<file path="src/rtl/pooling_stream.sv">
// Streaming max/average pooling reducer.
// Pairwise lane tree, beat accumulator, saturating average output.
module pooling_stream #(
  parameter int DATA_W    = 9,
  parameter int NUM_IN    = 16,
  parameter int SIGNED    = 0,
  parameter int MAX_BEATS = 4,
  parameter int AVG_SHIFT = 6
) (
  input  logic                     clk,
  input  logic                     rst_n,
  input  logic                     mode,
  input  logic                     in_valid,
  input  logic                     in_last,
  input  logic [NUM_IN*DATA_W-1:0] feature_in,
  output logic                     out_valid,
  output logic [DATA_W-1:0]        feature_out,
  output logic                     ovf_err
);

  localparam int L  = $clog2(NUM_IN);
  localparam int H  = NUM_IN / 2;
  localparam int SW = DATA_W + L;
  localparam int BW = $clog2(MAX_BEATS);
  localparam int AW = SW + BW;
  localparam int CW = $clog2(MAX_BEATS + 1);
  localparam logic SGN = (SIGNED != 0);

  function automatic logic gt_d(
    input logic [DATA_W-1:0] a,
    input logic [DATA_W-1:0] b
  );
    return SGN ? ($signed(a) > $signed(b))
               : (a > b);
  endfunction

  function automatic logic gt_a(
    input logic [AW-1:0] a,
    input logic [AW-1:0] b
  );
    return SGN ? ($signed(a) > $signed(b))
               : (a > b);
  endfunction

  function automatic logic [SW-1:0] ext_s(
    input logic [DATA_W-1:0] x
  );
    logic [SW-1:0] r;
    r = {SW{SGN && x[DATA_W-1]}};
    r[DATA_W-1:0] = x;
    return r;
  endfunction

  function automatic logic [AW-1:0] ext_a(
    input logic [SW-1:0] x
  );
    logic [AW-1:0] r;
    r = {AW{SGN && x[SW-1]}};
    r[SW-1:0] = x;
    return r;
  endfunction

  logic [CW-1:0] cnt_q;
  logic          mode_q;
  logic          first_in;
  logic          force_close;
  logic          eff_last;
  logic          mode_eff;

  // window framing at the pipe entry
  always_comb begin
    first_in    = (cnt_q == '0);
    force_close = in_valid && !in_last
               && (cnt_q == CW'(MAX_BEATS));
    eff_last    = in_last || force_close;
    mode_eff    = first_in ? mode : mode_q;
  end

  // beat counter, window mode and overflow flag
  always_ff @(posedge clk or negedge rst_n) begin
    if (!rst_n) begin
      cnt_q   <= '0;
      mode_q  <= 1'b0;
      ovf_err <= 1'b0;
    end else if (in_valid) begin
      mode_q <= mode_eff;
      cnt_q  <= eff_last ? '0 : cnt_q + 1'b1;
      if (force_close) ovf_err <= 1'b1;
    end
  end

  logic [SW-1:0]     s_d [0:L-1][0:NUM_IN-1];
  logic [DATA_W-1:0] x_d [0:L-1][0:NUM_IN-1];
  logic              v_d [0:L-1];
  logic              l_d [0:L-1];
  logic              f_d [0:L-1];
  logic              m_d [0:L-1];

  logic [SW-1:0]     s_q [1:L][0:H-1];
  logic [DATA_W-1:0] x_q [1:L][0:H-1];
  logic              v_q [1:L];
  logic              l_q [1:L];
  logic              f_q [1:L];
  logic              m_q [1:L];

  // tree level inputs: raw lanes at level 0, registers above
  always_comb begin
    for (int l = 0; l < L; l++) begin
      for (int k = 0; k < NUM_IN; k++) begin
        s_d[l][k] = '0;
        x_d[l][k] = '0;
      end
      v_d[l] = 1'b0;
      l_d[l] = 1'b0;
      f_d[l] = 1'b0;
      m_d[l] = 1'b0;
    end
    for (int k = 0; k < NUM_IN; k++) begin
      x_d[0][k] = feature_in[k*DATA_W +: DATA_W];
      s_d[0][k] = ext_s(x_d[0][k]);
    end
    v_d[0] = in_valid;
    l_d[0] = eff_last;
    f_d[0] = first_in;
    m_d[0] = mode_eff;
    for (int l = 1; l < L; l++) begin
      for (int k = 0; k < H; k++) begin
        s_d[l][k] = s_q[l][k];
        x_d[l][k] = x_q[l][k];
      end
      v_d[l] = v_q[l];
      l_d[l] = l_q[l];
      f_d[l] = f_q[l];
      m_d[l] = m_q[l];
    end
  end

  // registered pairwise tree; even lane wins max ties
  always_ff @(posedge clk or negedge rst_n) begin
    if (!rst_n) begin
      for (int l = 1; l <= L; l++) begin
        for (int j = 0; j < H; j++) begin
          s_q[l][j] <= '0;
          x_q[l][j] <= '0;
        end
        v_q[l] <= 1'b0;
        l_q[l] <= 1'b0;
        f_q[l] <= 1'b0;
        m_q[l] <= 1'b0;
      end
    end else begin
      for (int l = 0; l < L; l++) begin
        v_q[l+1] <= v_d[l];
        if (v_d[l]) begin
          l_q[l+1] <= l_d[l];
          f_q[l+1] <= f_d[l];
          m_q[l+1] <= m_d[l];
          for (int j = 0; j < H; j++) begin
            if (j < (NUM_IN >> (l + 1))) begin
              s_q[l+1][j] <= s_d[l][2*j]
                           + s_d[l][2*j+1];
              x_q[l+1][j] <=
                gt_d(x_d[l][2*j+1], x_d[l][2*j])
                ? x_d[l][2*j+1] : x_d[l][2*j];
            end
          end
        end
      end
    end
  end

  logic [AW-1:0] tree_a;
  logic [AW-1:0] acc_q;
  logic          acc_fire;
  logic          acc_mode;

  // tree result widened to accumulator width
  always_comb begin
    tree_a = m_q[L] ? ext_a(s_q[L][0])
                    : ext_a(ext_s(x_q[L][0]));
  end

  // fold beats into the window result
  always_ff @(posedge clk or negedge rst_n) begin
    if (!rst_n) begin
      acc_q    <= '0;
      acc_fire <= 1'b0;
      acc_mode <= 1'b0;
    end else begin
      acc_fire <= v_q[L] && l_q[L];
      if (v_q[L]) begin
        acc_mode <= m_q[L];
        if (f_q[L])
          acc_q <= tree_a;
        else if (m_q[L])
          acc_q <= acc_q + tree_a;
        else if (gt_a(tree_a, acc_q))
          acc_q <= tree_a;
      end
    end
  end

  logic [AW-1:0]     shf;
  logic [DATA_W-1:0] avg_sat;

  // scale the sum and clamp into the lane range
  always_comb begin
    if (SGN)
      shf = $unsigned($signed(acc_q) >>> AVG_SHIFT);
    else
      shf = acc_q >> AVG_SHIFT;
    avg_sat = shf[DATA_W-1:0];
    if (SGN) begin
      if (shf[AW-1:DATA_W-1]
          != {(AW-DATA_W+1){shf[AW-1]}})
        avg_sat = shf[AW-1]
          ? {1'b1, {(DATA_W-1){1'b0}}}
          : {1'b0, {(DATA_W-1){1'b1}}};
    end else begin
      if (|shf[AW-1:DATA_W])
        avg_sat = '1;
    end
  end

  // result register; holds until the next window closes
  always_ff @(posedge clk or negedge rst_n) begin
    if (!rst_n) begin
      out_valid   <= 1'b0;
      feature_out <= '0;
    end else begin
      out_valid <= acc_fire;
      if (acc_fire)
        feature_out <= acc_mode ? avg_sat
                                : acc_q[DATA_W-1:0];
    end
  end

endmodule

</file>
<file path="config.mk">
export PLATFORM = sky130hd
export DESIGN_NAME = pooling_stream
export DESIGN_NICKNAME = d
export VERILOG_FILES = /design/src/rtl/pooling_stream.sv
export SDC_FILE = /design/constraint.sdc
export NUM_CORES = 1
export LEC_CHECK = 0
export BUFFER_PORTS_ARGS = -buffer_cell sky130_fd_sc_hd__buf_2
export CAP_MARGIN = 5
export CORE_MARGIN = 4
export CORE_UTILIZATION = 45
export CTS_BUF_LIST = sky130_fd_sc_hd__clkbuf_16
export DETAILED_ROUTE_END_ITERATION = 8
export HOLD_SLACK_MARGIN = 0.12
export PLACE_DENSITY = 0.63
export SYNTH_ARGS = -nofsm -noshare
export SYNTH_HDL_FRONTEND = slang
export SYNTH_SLANG_ARGS = --single-unit
</file>
<file path="constraint.sdc">
create_clock -name clk -period 3.8 [get_ports clk]
set_input_delay 0 -clock clk [delete_from_list [all_inputs] [get_ports clk]]
set_output_delay 0 -clock clk [all_outputs]
set_load 0.02 [all_outputs]
</file>
Word level (Yosys, flattened, before mapping)

Cells that the tools add are included.

Add/subtract/negate cells: 17
Magnitude comparators: 16
Eq/ne operators: 1
Muxes and demuxes: 21
Reductions and logical operators: 10

Operators by type and width:

| operator                                                       | count |
|---|---|
| 9-bit two-way mux                                              | 16 |
| 9-bit greater-than comparator                                  | 15 |
| 13-bit adder                                                   | 7 |
| 9-bit by 9-bit adder with 10-bit output                        | 8 |
| 15-bit two-way mux                                             | 3 |
| 15-bit by 13-bit adder with 15-bit output                      | 1 |
| 13-bit by 15-bit greater-than comparator with 1-bit output     | 1 |
| 13-bit two-way mux                                             | 1 |
| 2-bit AND reduction                                            | 3 |
| 3-bit by 1-bit adder with 3-bit output (second input constant) | 1 |
| 3-bit equality test (second input constant)                    | 1 |
| 1-bit logical AND                                              | 3 |
| 3-bit logical NOT                                              | 1 |
| 3-bit two-way mux                                              | 1 |
| 3-bit nonzero test                                             | 1 |
| 1-bit logical NOT                                              | 1 |
| 1-bit logical OR                                               | 1 |

Flip-flop bits (word level): 377
Bits of input ports: 149
Output and inout port bits: 11
Word-level logic and storage cells: 118

Logic depth before layout (Yosys ltp)

Gate-level depths: netlist (run 1).

Word-level depth: 5
Gate-level depth with buffers: 13
Depth with buffers taken out: 11

Least setup slack after synthesis (run 1)

Ideal clock, no wire load.

Path type: register -> register
From: register m_q[0] (netlist bit)
To: register acc_q[10]
Setup time: 0.078 ns
Arrival: 2.994 ns
Data required time: 3.722 ns
Slack: 0.728 ns
Stages on the path, launching flop included: 14
Path buffers: 2
Period minus slack after synthesis: 3.072 ns
Path through: dfrtp_1 -> clkbuf_1 -> buf_2 -> mux2_2 -> ha_1 -> inv_1 -> fa_1 -> nor2_1 -> o311ai_2 -> a21oi_2 -> a221oi_2 -> mux2_1 -> o311ai_1 -> o2bb2ai_1

Longest elaborated chain between the ends: 4
Elaborated cells on any way between the ends: 8
Those cells by class: 1 x add/sub; 1 x order compare; 4 x mux; 2 x reduce/logical

Ends and longest elaborated chain:

| what                                                              | line | RTL |
|---|---|---|
| from (decl)                                                       | 104  | `logic m_q [1:L];` |
| from (signal, indexed assignment)                                 | 157  | `m_q[l+1] <= m_d[l];` |
| 13-bit two-way mux                                                | 179  | `tree_a = m_q[L] ? ext_a(s_q[L][0])` |
| 15-bit by 13-bit adder with 15-bit output (tied with other cells) | 196  | `acc_q <= acc_q + tree_a;` |
| 15-bit two-way mux / 3-bit nonzero test (equally long branches)   | --   |  |
| 15-bit two-way mux / 2-bit AND reduction (equally long branches)  | --   |  |
| to (signal assigned)                                              | 194  | `acc_q <= tree_a;` |
| to (signal assigned)                                              | 196  |  |
| to (signal assigned)                                              | 198  | `acc_q <= tree_a;` |
| to (decl)                                                         | 173  | `logic [AW-1:0] acc_q;` |

Several ways; a longest one is shown, not always the timed one. The select of a mux whose other input is x is not followed.
A chain may end at the register's enable or synchronous reset.

Worst setup path in the final report (run 1)

From: input feature_in[20]
To: register x_q (netlist bit x_d[418])

Longest elaborated chain between the ends: 2

Ends and longest elaborated chain:

| what                            | line | RTL |
|---|---|---|
| from (decl)                     | 15   | `input logic [NUM_IN*DATA_W-1:0] feature_in,` |
| 9-bit greater-than comparator   | 34   | `: (a > b);` |
| 9-bit two-way mux               | 164  | `? x_d[l][2*j+1] : x_d[l][2*j];` |
| to (signal, indexed assignment) | 162  | `x_q[l+1][j] <=` |
| to (decl)                       | 100  | `logic [DATA_W-1:0] x_q [1:L][0:H-1];` |

No other way between the ends.

==> flow_metrics.py, run 1 <==
metrics = {
    "die": {
        "core_mm2": 0.0538,
        "start_util_pct": 45.5,
        "fp-row-count": 85,
        "ios": 160,
        "fp.dieH_um": 241,
        "die_w_um": 241,
        "fp.dieArea_mm2": 0.0582,
    },
    "cts": {
        "cts_hold_buf": 248,
        "clk_pin_slew_ps": 60,
        "clock_latency_ps": 570,
        "cts_root_buffer": "clkbuf_16",
        "cts_tree": "built",
        "cts_resized": 0,
        "cts_max_path_buffers": 3,
        "cts_htree_levels": 2,
        "cts_made_buffers": 41,
        "cts_sinks": 343,
        "post_cts_buffers": 0,
    },
    "drt": {
        "drt-wirelength-per-cell_um": 16.8,
        "antenna_left": 0,
        "drtPass1Iterations": 5,
        "avgViaCountPerCell": 5.39,
        "drt_iter0_markers": 1029,
        "wl_mm": 62.3,
        "route.detailed.drc": 0,
        "via_count": 20100,
    },
    "global_routing": {
        "grt-ovfl-total": 0,
        "grt.total_usage_pct": 21.4,
        "grt_first_pass_wirelength_mm": 102,
        "grt_max_degree": 134,
        "antenna_found_initial": 0,
        "grt_pass1_vias": 20300,
    },
    "timing": {
        "rsz0062_at_grt": "false",
        "final-setup-viol-count": 0,
        "max_slew_margin_pct": 21.3,
        "period_share_pct": 93.3,
        "clock_skew_ps": 17.8,
        "worstMarginPinSlew_ps": 1180,
        "fmax_mhz": 282,
        "drv_slew": 0,
        "hold_ws_ps": 146,
        "final-hold-violation-count": 0,
        "period_needed_ps": 3540,
        "final.setup.tns_ps": 0,
    },
    "worst_setup_path": {
        "timing.rr.end": "acc_q[0]",
        "end_kind": "flip-flop",
        "cp_max_fo": 18,
        "r2r-start": "m_q[0]",
        "crit_required_ps": 4310,
        "path_class": "input port to flip-flop",
        "cp-start-kind": "input port",
        "arrival_ps": 4050,
        "r2r_cells": 10,
        "setup.worst_path.start": "feature_in[20]",
        "worst-r2r-setup-slack_ps": 470,
    },
    "status": {
        "outcome": "completed",
    },
    "logic_synthesis": {
        "synth-edff-count": 0,
        "postSynthCellCount": 2616,
        "syn_area_mm2": 0.0245,
        "ys_warn_count": 0,
        "synth-seq-cells": 343,
        "ys_seq_area_share_pct": 35.1,
        "async_flop_share_pct": 100,
        "synth_cell_types": 72,
        "ys.flop_type": "dfrtp_1",
        "synth_nets": 3087,
        "syn_avg_cell_area_um2": 9.36,
    },
    "layout": {
        "syn_to_final_growth_pct": 21.9,
        "drive_above_1_share_pct": 11.8,
        "layout.nets": 3463,
        "antennaDiodeCount": 0,
    },
    "place": {
        "place_congestion": 0.862,
        "dp.final_hpwl_mm": 45.5,
        "io_buffers": 159,
    },
    "pwr": {
        "power.density_mw_per_mm2": 648,
        "peakVddDrop_mv": 0.335,
        "power_leakage_nw": 14.1,
    },
    "min_path": {
        "hold_class": "input port to async pin",
    },
    "flow_run": {
        "max-cap-violations": 0,
    },
}
==> cells in the final DEF, fill, tap and decap left out, drive strengths merged, types with 39 or more instances in the layout <==
master	netlist	routed
clkbuf	69	41
a21o	66	66
nand2b	59	59
nor2	287	287
nor2b	39	39
ha	306	306
o21a	39	39
dfrtp	343	343
buf	33	188
mux2i	153	153
inv	233	247
nand2	51	51
o21ai	99	99
dlygate4sd3	0	247
xnor2	87	87
a21oi	325	325
mux2	91	91
==> sequential cells by signal (all words and copies together) (netlist names), 2 cells and up <==
name	count
s_d	148
x_d	126
acc_q	15
s_q	13
feature_out	9
x_q	9
cnt_q	3
f_d	3
l_d	3
v_d	3
m_d	2
==> synth_stat cells, drive strengths merged (51+ instances only) <==
cell      n  area, um2
a21o     66        498
o21ai    99        499
a21oi   325       1630
mux2i   153       1530
nand2b   59        369
clkbuf   69        269
nand2    51        191
inv     233        875
nor2    287       1080
dfrtp   343       8580
xnor2    87        762
mux2     91       1020
ha      306       3830
==> report_power, final <==
part,internal [mW],switching [mW],leakage [nW]
registers,4.79,1.16,3.89
logic,4.56,4.86,9.54
clock network,2.38,1.60,0.695
==> worst max-delay path: stages <==
cell	delay [ps]
dlygate4sd3_1	530
buf_2	140
inv_1	50
ha_1	360
a21o_1	180
a21oi_1	150
o221a_2	210
o21bai_1	60
a21oi_1	910
nand3_1	180
dlygate4sd3_1	620
nand3_1	90
dlygate4sd3_1	550
==> kinds of logic (layout without fill, tap and decap cells) <==
logic type / count (synthesis) / after routing / share of synthesized area (%)
xor+xnor: 101 / 101 / 3.61
buf+inv: 335 / 741 / 5.33
flops: 343 / 343 / 35.1
simple gates: 600 / 600 / 11.9
fa+ha+maj: 323 / 323 / 17.0
compound gates: 670 / 670 / 16.6
mux: 244 / 244 / 10.4
==> metal layers <==
layer,vias to the layer above,GRT usage [%],share of wire [%]
met5,-,0,0
met4,0,5.98,2.5
met3,107,2.87,3.3
met2,316,36.8,49
met1,9672,28.5,45
li1,9956,-,-
==> metrics by stage <==
step | power (mW) | util [%] | setup slack [ps] | instances | cell area [um2]
after floorplan | 12.6 | - | 728 | 2616 | 24500
after global placement | 14.8 | 48.3 | 534 | 3397 | 26000
after detailed placement | 15.1 | 48.3 | 488 | 3397 | 26000
after CTS | 19.5 | 55.5 | 470 | 3718 | 29800
after global routing | 20.9 | 55.5 | 9.60 | 3718 | 29800
final | 19.3 | 55.5 | 256 | 3718 | 29800
==> how the worst max path moves through the flow <==
stage / end / slack (ps) / depth (start not counted)
5_1_grt: x_d[419] / 10 / 13
2_1_floorplan: acc_q[10] / 730 / 13
4_1_cts: x_d[418] / 470 / 13
3_3_place_gp: acc_q[4] / 530 / 10
6_report: x_d[418] / 260 / 13
3_5_place_dp: acc_q[0] / 490 / 10
==> layout make-up <==
cell class	instances	area [um2]
Clock buffer	41	1030
Clock inverter	32	322
Fill cell	4719	24000
Inverter	233	875
Multi-Input combinational cell	1938	14600
Sequential cell	343	8590
Tap cell	696	871
Timing Repair Buffer	435	3560
Power figures use the tool's default switching activity.
==> run 2: changes to the inputs <==
- CTS_BUF_LIST: sky130_fd_sc_hd__clkbuf_16 -> not set
- clock period: 3.8 -> 3.9 ns (I/O delays scaled with it)
==> flow_metrics.py, run 2 (synthesized netlist as in run 1, its figures left out) <==
metrics = {
    "status": {
        "outcome": "completed",
    },
    "worst_setup_path": {
        "cpLargestDelayFamily": "compound AO/OA/AOI/OAI gates",
        "timing.rr.end": "acc_q[2]",
        "worst_path_most_repeated_cell": "buf_4",
        "cp-start-kind": "flip-flop",
        "crit_required_ps": 4370,
        "arrival_ps": 3830,
        "cp_max_fo": 22,
        "end_kind": "flip-flop",
        "r2r_cells": 10,
        "path_class": "flip-flop to flip-flop",
        "slowest_stage": "a31oi_2",
        "cp_slowest_stage_delay_ps": 680,
        "path_cells": "buf_4, and2_1, ha_1, and4bb_1, nand3_1, a21oi_1, o21ai_1, a31oi_2, buf_4, mux2i_1",
        "worst-r2r-setup-slack_ps": 540,
        "cp.buffers_inverters": 2,
        "r2r-start": "m_q[0]",
    },
    "cts": {
        "cts_htree_levels": 2,
        "cts_max_path_buffers": 3,
        "cts_hold_buf": 247,
        "cts_sinks": 343,
        "clk_pin_slew_ps": 60,
        "post_cts_buffers": 0,
        "cts_made_buffers": 40,
        "cts_resized": 0,
        "clock_latency_ps": 560,
        "cts_tree": "built",
        "cts_root_buffer": "clkbuf_16",
    },
    "timing": {
        "period_share_pct": 86.0,
        "final-setup-viol-count": 0,
        "final-hold-violation-count": 0,
        "worstMarginPinSlew_ps": 1200,
        "drv_slew": 0,
        "period_needed_ps": 3360,
        "clock_skew_ps": 8.93,
        "final.setup.tns_ps": 0,
        "hold_ws_ps": 199,
        "max_slew_margin_pct": 19.6,
        "fmax_mhz": 298,
        "rsz0062_at_grt": "false",
    },
    "place": {
        "place_congestion": 0.877,
        "io_buffers": 159,
        "placedInstanceArea_mm2": 0.0260,
        "dp.final_hpwl_mm": 45.8,
    },
    "global_routing": {
        "grt_max_degree": 118,
        "antenna_found_initial": 2,
        "grt_first_pass_wirelength_mm": 103,
        "grt.total_usage_pct": 21.6,
        "grt_pass1_vias": 20200,
        "grt-ovfl-total": 0,
    },
    "layout": {
        "seq_area_mm2": 0.00859,
        "final_common_cell": "dfrtp_1",
        "largest_register_ff_count": 148,
        "final_cell_mix": "dfrtp_1 (341), a21oi_1 (324), ha_1 (306)",
        "syn_to_final_growth_pct": 21.4,
        "layout.nets": 3455,
        "fillers": 4738,
        "drive_above_1_share_pct": 11.8,
        "final_area_mm2": 0.0297,
        "multi_input_area_mm2": 0.0146,
    },
    "min_path": {
        "hold_depth": 5,
        "holdPathEnd": "s_d[539]",
        "hold_class": "input port to flip-flop",
        "min_from": "feature_in[113]",
    },
    "die": {
        "fp.dieH_um": 241,
        "ios": 160,
        "die_w_um": 241,
        "core_mm2": 0.0538,
        "fp.dieArea_mm2": 0.0582,
        "fp-row-count": 85,
        "start_util_pct": 45.5,
    },
    "drt": {
        "drt-wirelength-per-cell_um": 17.0,
        "wl_mm": 63.2,
        "via_count": 20200,
        "antenna_left": 0,
        "route.detailed.drc": 0,
        "drt_iter0_markers": 1175,
        "drtPass1Iterations": 5,
        "avgViaCountPerCell": 5.44,
    },
    "pwr": {
        "power_leakage_nw": 14.0,
        "peakVddDrop_mv": 0.338,
        "power.density_mw_per_mm2": 630,
    },
    "flow_run": {
        "max-cap-violations": 0,
    },
}
-- run 2: cell types whose count changed in the layout (fill, tap and decap cells not counted), sizes merged --
cell | previous run | this run
clkinv | 10 | 8
bufinv | 6 | 2
clkbuf | 41 | 56
diode | 0 | 1
inv | 247 | 233
buf | 188 | 181
-- run 2: worst max path at each step --
stage / end / startpoint / slack (ps) / cells past startpoint
3_5_place_dp: acc_q[2] / m_q[0] / 550 / 10
3_3_place_gp: acc_q[8] / m_q[0] / 600 / 11
2_1_floorplan: acc_q[10] / m_q[0] / 830 / 13
5_1_grt: acc_q[8] / m_q[0] / 260 / 11
6_report: acc_q[2] / m_q[0] / 540 / 10
4_1_cts: acc_q[8] / m_q[0] / 530 / 11
-- run 2: metal layers --
| metal | GRT usage (%) | up-vias | share of wire (%) |
|---|---|---|---|
| met5 | 0 | - | 0 |
| met4 | 6.64 | 0 | 2.8 |
| met3 | 2.71 | 126 | 3.5 |
| met2 | 37.3 | 369 | 49 |
| met1 | 28.6 | 9735 | 45 |
| li1 | - | 9925 | - |
-- run 2: where the power goes --
part	switching, mW	internal [mW]
Sequential	1.12	4.67
Combinational	4.79	4.42
Clock	1.51	2.22
-- run 2: worst min-delay path, stage by stage --
cell and delay [ps]:
buf_2 110, ha_1 180, nand2b_1 130, xnor2_1 130
a21oi_1 160
-- run 2: layout make-up --
class	instances	share of cell area [%]
sequential	343	28.9
antenna	1	0.00842
tap	696	2.93
clock inverter	12	0.425
clock buffer	56	3.95
multi-input combinational	1938	49.1
inverter	233	2.94
timing repair buffer	428	11.7
-- run 2: through the flow --
stage	utilization, %	instances	setup slack, ps	total power [mW]
global route	55.2	3707	264	20.3
finish	55.2	3707	545	18.7
detailed placement	48.2	3391	547	14.7
global placement	48.2	3391	605	14.4
CTS	55.2	3706	529	18.9
floorplan	-	2616	828	12.3
==> run 3: changes to the inputs <==
- RECOVER_POWER: not set -> 25
==> flow_metrics.py, run 3 (synthesized netlist as in run 1, its figures left out) <==
metrics = {
    "layout": {
        "drive_above_1_share_pct": 11.1,
        "final_area_mm2": 0.0297,
        "layout.nets": 3455,
        "largest_register_ff_count": 148,
        "final_cell_mix": "dfrtp_1 (342), a21oi_1 (324), ha_1 (306)",
        "syn_to_final_growth_pct": 21.2,
        "fillers": 4758,
        "final_common_cell": "dfrtp_1",
    },
    "die": {
        "fp.dieArea_mm2": 0.0582,
        "fp-row-count": 85,
        "fp.dieH_um": 241,
        "die_w_um": 241,
        "ios": 160,
        "core_mm2": 0.0538,
        "start_util_pct": 45.5,
    },
    "global_routing": {
        "grt_max_degree": 118,
        "grt.total_usage_pct": 21.6,
        "grt_first_pass_wirelength_mm": 103,
        "antenna_found_initial": 1,
        "grt-ovfl-total": 0,
        "grt_pass1_vias": 20200,
    },
    "worst_setup_path": {
        "arrival_ps": 3830,
        "cp-start-kind": "flip-flop",
        "path_class": "flip-flop to flip-flop",
        "r2r_cells": 10,
        "cp_max_fo": 22,
        "crit_required_ps": 4370,
        "end_kind": "flip-flop",
    },
    "timing": {
        "final.setup.tns_ps": 0,
        "drv_slew": 135,
        "worstMarginPinSlew_ps": 2020,
        "hold_ws_ps": 196,
        "fmax_mhz": 298,
        "final-hold-violation-count": 0,
        "period_share_pct": 86.0,
        "rsz0062_at_grt": "false",
        "period_needed_ps": 3350,
        "final-setup-viol-count": 0,
        "max_slew_margin_pct": -34.6,
        "clock_skew_ps": 9.66,
    },
    "drt": {
        "drt-wirelength-per-cell_um": 17.0,
        "wl_mm": 63.2,
        "avgViaCountPerCell": 5.43,
        "antenna_left": 0,
        "drtPass1Iterations": 6,
        "route.detailed.drc": 0,
        "via_count": 20100,
        "drt_iter0_markers": 1110,
    },
    "place": {
        "io_buffers": 159,
        "place_congestion": 0.877,
        "dp.final_hpwl_mm": 45.8,
        "placedInstanceArea_mm2": 0.0260,
    },
    "min_path": {
        "hold_depth": 5,
        "hold_class": "input port to flip-flop",
    },
    "status": {
        "violations": "capacitance limit, slew limit",
        "outcome": "complete, but fails checks",
    },
    "cts": {
        "cts_tree": "built",
        "cts_resized": 0,
        "cts_root_buffer": "clkbuf_16",
        "cts_max_path_buffers": 3,
        "cts_htree_levels": 2,
        "clock_latency_ps": 560,
        "clk_pin_slew_ps": 60,
        "cts_sinks": 343,
        "post_cts_buffers": 0,
        "cts_made_buffers": 40,
    },
    "pwr": {
        "power.density_mw_per_mm2": 630,
        "power_leakage_nw": 14.0,
        "power.total_mw": 18.7,
        "peakVddDrop_mv": 0.336,
    },
    "flow_run": {
        "max-cap-violations": 2,
    },
}
[run 3: cell type report]
class                   instances  area, um2  area share (%)
well taps                     696        871            2.93
diodes                          1       2.50         0.00843
multi-input cells            1938      14600            49.2
flip-flops and latches        343       8590            28.9
repair buffers                428       3440            11.6
clock inverters                12        126           0.426
clock buffers                  56       1170            3.95
inverters                     233        875            2.95
[run 3: worst max-delay path: stages, from the launching register on]
cell and delay, ps:
dfrtp_1 560, buf_4 300, and2_1 170, ha_1 390, and4bb_1 280, nand3_1 100, a21oi_1 190, o21ai_1 110
a31oi_2 690, buf_4 270, mux2i_1 190
[run 3: routing by layer]
metal  share of wire, %  track usage [%]  vias to the layer above
met2                 49             37.3                      333
met3                3.2             2.71                      120
met1                 45             28.6                     9745
met4                2.7             6.64                        0
met5                  0                0                        -
li1                   -                -                     9934
[run 3: through the flow]
step / util, % / std cells / setup slack, ps
4_1_cts: 55.2 / 3706 / 529
5_1_grt: 55.1 / 3707 / 264
2_1_floorplan: - / 2616 / 828
6_report: 55.1 / 3707 / 547
3_5_place_dp: 48.2 / 3391 / 547
3_3_place_gp: 48.2 / 3391 / 605
[run 3: path summary, 6_finish.rpt]
| kind | start | endpoint | slack, ps |
|---|---|---|---|
| worst max-delay path | m_q[0] | acc_q[2] | 550 |
| worst max register to register | m_q[0] | acc_q[2] | 550 |
| min in group asynchronous | rst_n | x_d[372] | 580 |
| worst min register to register | ovf_err | ovf_err | 480 |
| max in group asynchronous | rst_n | s_d[589] | 970 |
| worst min-delay path | feature_in[113] | s_d[539] | 200 |
[run 3: timing repair]
item / CTS / global route
endpoints found under the setup margin: 0 / 0
endpoints found under the hold margin: 342 / 0
hold buffers: 247 / 0
[run 3: power by group]
part | switching, mW | leakage [nW] | total (mW) | internal (mW)
logic | 4.78 | 9.44 | 9.19 | 4.41
registers | 1.11 | 3.89 | 5.78 | 4.67
clock network | 1.51 | 0.639 | 3.73 | 2.22
total | 7.41 | 14.0 | 18.7 | 11.3
